$ cat src/rtl/lcd_cmd_seq.sv
// Host command sequencer for the LCD controller: buffers host commands in a small FIFO,
// issues them one at a time, and streams an 8x8 image from memory for load commands.
module lcd_cmd_seq #(
  parameter int FIFO_DEPTH = 4
) (
  input  logic       clk_i,
  input  logic       rst_ni,
  input  logic [2:0] host_cmd_i,
  input  logic       host_valid_i,
  output logic       host_ready_o,
  output logic       img_rd_o,
  output logic [5:0] img_addr_o,
  input  logic [7:0] img_data_i,
  output logic [2:0] cmd_o,
  output logic       cmd_valid_o,
  input  logic       busy_i,
  output logic [7:0] datain_o,
  output logic       cmd_drop_o
);

  localparam int AW = $clog2(FIFO_DEPTH);
  localparam logic [AW:0] FULL_CNT = (AW + 1)'(FIFO_DEPTH);
  localparam logic [2:0]  CMD_LOAD = 3'd1;

  typedef enum logic [2:0] {
    S_IDLE,
    S_PREF,
    S_ISSUE,
    S_LOAD,
    S_GUARD,
    S_WAITB
  } state_e;

  state_e        state_q, state_d;
  logic [2:0]    fifo_q [FIFO_DEPTH];
  logic [AW-1:0] wr_ptr_q, rd_ptr_q;
  logic [AW:0]   count_q;
  logic [2:0]    cmd_q, cmd_d;
  logic [5:0]    idx_q, idx_d;
  logic          loaded_q, loaded_d;
  logic          rd_prev_q;
  logic [7:0]    datain_q;
  logic          push, pop;
  logic [2:0]    head;

  assign head         = fifo_q[rd_ptr_q];
  assign host_ready_o = (count_q != FULL_CNT);
  assign push         = host_valid_i && host_ready_o;
  assign cmd_o        = cmd_q;
  assign datain_o     = datain_q;

  always_ff @(posedge clk_i or negedge rst_ni) begin
    if (!rst_ni) begin
      wr_ptr_q <= '0;
      rd_ptr_q <= '0;
      count_q  <= '0;
      for (int i = 0; i < FIFO_DEPTH; i++) begin
        fifo_q[i] <= '0;
      end
    end else begin
      if (push) begin
        fifo_q[wr_ptr_q] <= host_cmd_i;
        wr_ptr_q         <= wr_ptr_q + 1'b1;
      end
      if (pop) begin
        rd_ptr_q <= rd_ptr_q + 1'b1;
      end
      case ({push, pop})
        2'b10:   count_q <= count_q + 1'b1;
        2'b01:   count_q <= count_q - 1'b1;
        default: count_q <= count_q;
      endcase
    end
  end

  always_ff @(posedge clk_i or negedge rst_ni) begin
    if (!rst_ni) begin
      state_q  <= S_IDLE;
      cmd_q    <= '0;
      idx_q    <= '0;
      loaded_q <= 1'b0;
    end else begin
      state_q  <= state_d;
      cmd_q    <= cmd_d;
      idx_q    <= idx_d;
      loaded_q <= loaded_d;
    end
  end

  // Reads run two addresses ahead of the LOAD index so pixel k lands on datain in LOAD cycle k.
  always_comb begin
    state_d     = state_q;
    cmd_d       = cmd_q;
    idx_d       = idx_q;
    loaded_d    = loaded_q;
    pop         = 1'b0;
    cmd_drop_o  = 1'b0;
    cmd_valid_o = 1'b0;
    img_rd_o    = 1'b0;
    img_addr_o  = '0;
    unique case (state_q)
      S_IDLE: begin
        if (count_q != '0) begin
          pop = 1'b1;
          if (head == CMD_LOAD) begin
            state_d = S_PREF;
          end else if (loaded_q) begin
            cmd_d   = head;
            state_d = S_ISSUE;
          end else begin
            cmd_drop_o = 1'b1;
          end
        end
      end
      S_PREF: begin
        img_rd_o   = 1'b1;
        img_addr_o = 6'd0;
        cmd_d      = CMD_LOAD;
        state_d    = S_ISSUE;
      end
      S_ISSUE: begin
        cmd_valid_o = 1'b1;
        idx_d       = '0;
        if (cmd_q == CMD_LOAD) begin
          img_rd_o   = 1'b1;
          img_addr_o = 6'd1;
          state_d    = S_LOAD;
        end else begin
          state_d = S_GUARD;
        end
      end
      S_LOAD: begin
        if (idx_q <= 6'd61) begin
          img_rd_o   = 1'b1;
          img_addr_o = idx_q + 6'd2;
        end
        idx_d = idx_q + 6'd1;
        if (idx_q == 6'd63) begin
          loaded_d = 1'b1;
          state_d  = S_GUARD;
        end
      end
      // busy may rise a cycle after the strobe, so it is not trusted here.
      S_GUARD: state_d = S_WAITB;
      S_WAITB: begin
        if (!busy_i) begin
          state_d = S_IDLE;
        end
      end
      default: state_d = S_IDLE;
    endcase
  end

  always_ff @(posedge clk_i or negedge rst_ni) begin
    if (!rst_ni) begin
      rd_prev_q <= 1'b0;
      datain_q  <= '0;
    end else begin
      rd_prev_q <= img_rd_o;
      if (rd_prev_q) begin
        datain_q <= img_data_i;
      end
    end
  end

endmodule

$ cat config.mk
export PLATFORM = sky130hd
export DESIGN_NAME = lcd_cmd_seq
export DESIGN_NICKNAME = d
export VERILOG_FILES = /design/src/rtl/lcd_cmd_seq.sv
export SDC_FILE = /design/constraint.sdc
export NUM_CORES = 1
export LEC_CHECK = 0
export CORE_ASPECT_RATIO = 0.75
export CORE_MARGIN = 8
export CORE_UTILIZATION = 35
export CTS_CLUSTER_SIZE = 24
export DETAILED_ROUTE_END_ITERATION = 8
export PLACE_DENSITY = 0.64
export SLEW_MARGIN = 20
export SYNTH_ARGS = -nofsm -noshare
export SYNTH_HDL_FRONTEND = slang
export SYNTH_SLANG_ARGS = --single-unit
$ cat constraint.sdc
create_clock -name clk_i -period 2.9 [get_ports clk_i]
set_input_delay 0.58 -clock clk_i [delete_from_list [all_inputs] [get_ports clk_i]]
set_output_delay 0.58 -clock clk_i [all_outputs]
set_load 0.005 [all_outputs]
==> flow_metrics.py <==
metrics = {
    "timing": {
        "period_needed_ps": 2780,
        "drv_slew": 0,
        "finalCritPeriodShare_pct": 95.7,
        "tns_ps": 0,
        "tightest_slew_ps": 906,
        "grt_setup_unrepaired": "no",
        "relSlewSlack_pct": 39.6,
        "finalClockSkew_ps": 9.42,
        "clock.fmax_mhz": 360,
        "hold_viol": 0,
        "setup_viol": 0,
    },
    "outcome": {
        "status": "finished clean",
    },
    "clocking": {
        "post_cts_buffers": 0,
        "holdBufCountCts": 0,
        "cts-root-buf": "clkbuf_8",
        "cts_max_path_buffers": 2,
        "cts_tree": "done",
        "h-tree-depth": 2,
        "clkTransAtPathRegs_ps": 80,
        "numCtsBuffers": 5,
        "clock_sinks": 41,
        "clk-insertion-delay-late_ps": 290,
    },
    "synthesis": {
        "netlist-cell-type-count": 43,
        "synth_edf_count": 0,
        "syn_area_mm2": 0.00214,
        "ys_ff_latch": 41,
        "mappedNetlistNets": 219,
        "synth_area_per_cell_um2": 11.0,
        "synth_top_cells_by_area": "dfrtp_1, mux2_2, ha_1",
        "synth.most_common_cell": "dfrtp_1",
        "synth.largest_area_cell": "dfrtp_1",
        "ys_seq_area_share_pct": 48.0,
        "netlist.area_leader.share_pct": 48.0,
        "synth_common_cells": "dfrtp_1, mux2_2, nand2_1",
        "synth_warnings": 0,
        "synthArstFlopShare_pct": 100,
        "synthFlopType": "dfrtp_1",
        "netlist_instances": 194,
    },
    "pwr": {
        "ir_drop_v": 0.000299,
        "leakagePower_nw": 1.19,
        "power_density_mw_per_mm2": 577,
    },
    "setup_path": {
        "path_max_fanout": 7,
        "crit_required_ps": 2320,
        "start_kind": "flip-flop",
        "end_kind": "output port",
        "ff2ff_path_depth": 10,
        "crit_type": "flip-flop to output port",
        "crit_arrival_ps": 2200,
    },
    "hold_path": {
        "hold_path_class": "input pin to asynchronous set/reset pin",
    },
    "drt": {
        "wl_per_cell_um": 14.3,
        "wl_um": 4430,
        "drc": 0,
        "initialDrtViolationCount": 68,
        "vias": 1508,
        "antenna_left": 0,
        "first_pass_iters": 4,
        "routed_via_density": 4.86,
    },
    "place": {
        "port_buffers": 35,
        "routabilityCongestion": 0.779,
        "place_hpwl_um": 3240,
        "place_area_mm2": 0.00258,
    },
    "grt": {
        "grt_max_degree": 42,
        "grt_pass1_vias": 1511,
        "grt_use_total_pct": 10.3,
        "grt_pass1_wl_um": 7510,
        "grt_overflow": 0,
        "antenna_found_initial": 0,
    },
    "floorplanning": {
        "start_util_pct": 36.5,
        "placementRows": 24,
        "die_w_um": 106,
        "io_pins": 36,
        "die-area_mm2": 0.00890,
        "die_h_um": 83.7,
        "core-area_mm2": 0.00586,
    },
    "final_layout": {
        "nets": 256,
        "diodes": 0,
        "area_growth_pct": 25.0,
        "final_layout_size_suffix_gt1_share_pct": 16.4,
        "final_area_mm2": 0.00267,
    },
    "job": {
        "maxCapViolations": 0,
    },
}
==> sequential cells by signal (all words and copies together) (netlist names) <==
register   cells
fifo_q        12
state_q        3
loaded_q       1
datain_o       8
cmd_o          3
idx_q          6
count_q        3
wr_ptr_q       2
rd_ptr_q       2
rd_prev_q      1
==> stage by stage <==
step | util (%) | hold WS, ps | power, W | worst slack (ps) | instances
after floorplan | - | 284 | 0.00107 | 850 | 194
after global placement | 44.1 | 483 | 0.00119 | 338 | 302
after detailed placement | 44.1 | 488 | 0.00120 | 307 | 302
after CTS | 45.5 | 445 | 0.00156 | 15.4 | 310
after global routing | 45.7 | 484 | 0.00164 | 6.58 | 310
final | 45.7 | 417 | 0.00154 | 124 | 310
==> critical path, stage by stage (launching register included) <==
cell and delay, ps:
dfrtp_1 450, inv_1 110, ha_1 150, nor2_1 40, a41o_1 310, a311oi_2 290
clkdlybuf4s50_1 560
==> routing by layer <==
metal	GRT usage [%]	vias to the layer above	wire (µm)	part of all wire, %
li1	-	757	-	-
met1	14.6	711	2370	54
met2	14.3	35	1770	40
met3	3.09	5	239	5.4
met4	3.82	0	50	1.1
met5	0	-	0	0
==> path summary, 6_finish.rpt <==
path / endpoint / start / slack [ps]
worst max register to register: count_q[2] / state_q[0] / 550
worst max-delay path: img_rd_o / idx_q[0] / 120
worst min-delay path: wr_ptr_q[0] / rst_ni / 420
min in group clk_i: fifo_q[2] / fifo_q[2] / 510
worst min register to register: fifo_q[2] / fifo_q[2] / 510
max in group asynchronous: rd_ptr_q[0] / rst_ni / 1850
==> cell families after synthesis <==
logic type / count (synthesis) / share of synthesized area [%]
simple gates: 54 / 12.8
flops: 41 / 48.0
compound gates: 31 / 10.2
mux: 25 / 14.6
buf+inv: 23 / 4.09
xor+xnor: 10 / 4.09
fa+ha+maj: 10 / 6.20
==> power breakdown <==
| group | total, W | internal, W | switching (W) |
|---|---|---|---|
| Sequential | 0.000784 | 0.000701 | 0.0000835 |
| Clock | 0.000353 | 0.000171 | 0.000182 |
| Combinational | 0.000404 | 0.000231 | 0.000173 |
| Total | 0.00154 | 0.00110 | 0.000439 |
==> cell type report <==
cell class,instances,area [µm²]
Fill cell,558,3180
Multi-Input combinational cell,130,1040
Sequential cell,41,1030
Timing Repair Buffer,40,383
Tap cell,78,97.6
Clock buffer,8,80.1
Inverter,13,48.8
==> cell usage in the layout (no fill, tap or decap), drive strengths merged, types with 8 or more instances in the layout <==
master,instances
clkbuf,8
clkdlybuf4s50,34
dfrtp,41
ha,9
inv,13
mux2,20
nand2,17
nor2,12
o21ai,10
==> repair_timing <==
| item | CTS | global route |
|---|---|---|
| gates resized for setup | 1 | 2 |
| setup endpoints to repair | 1 | 2 |
| cloned | 0 | 0 |
No activity file was read; power rests on OpenSTA's default activity.
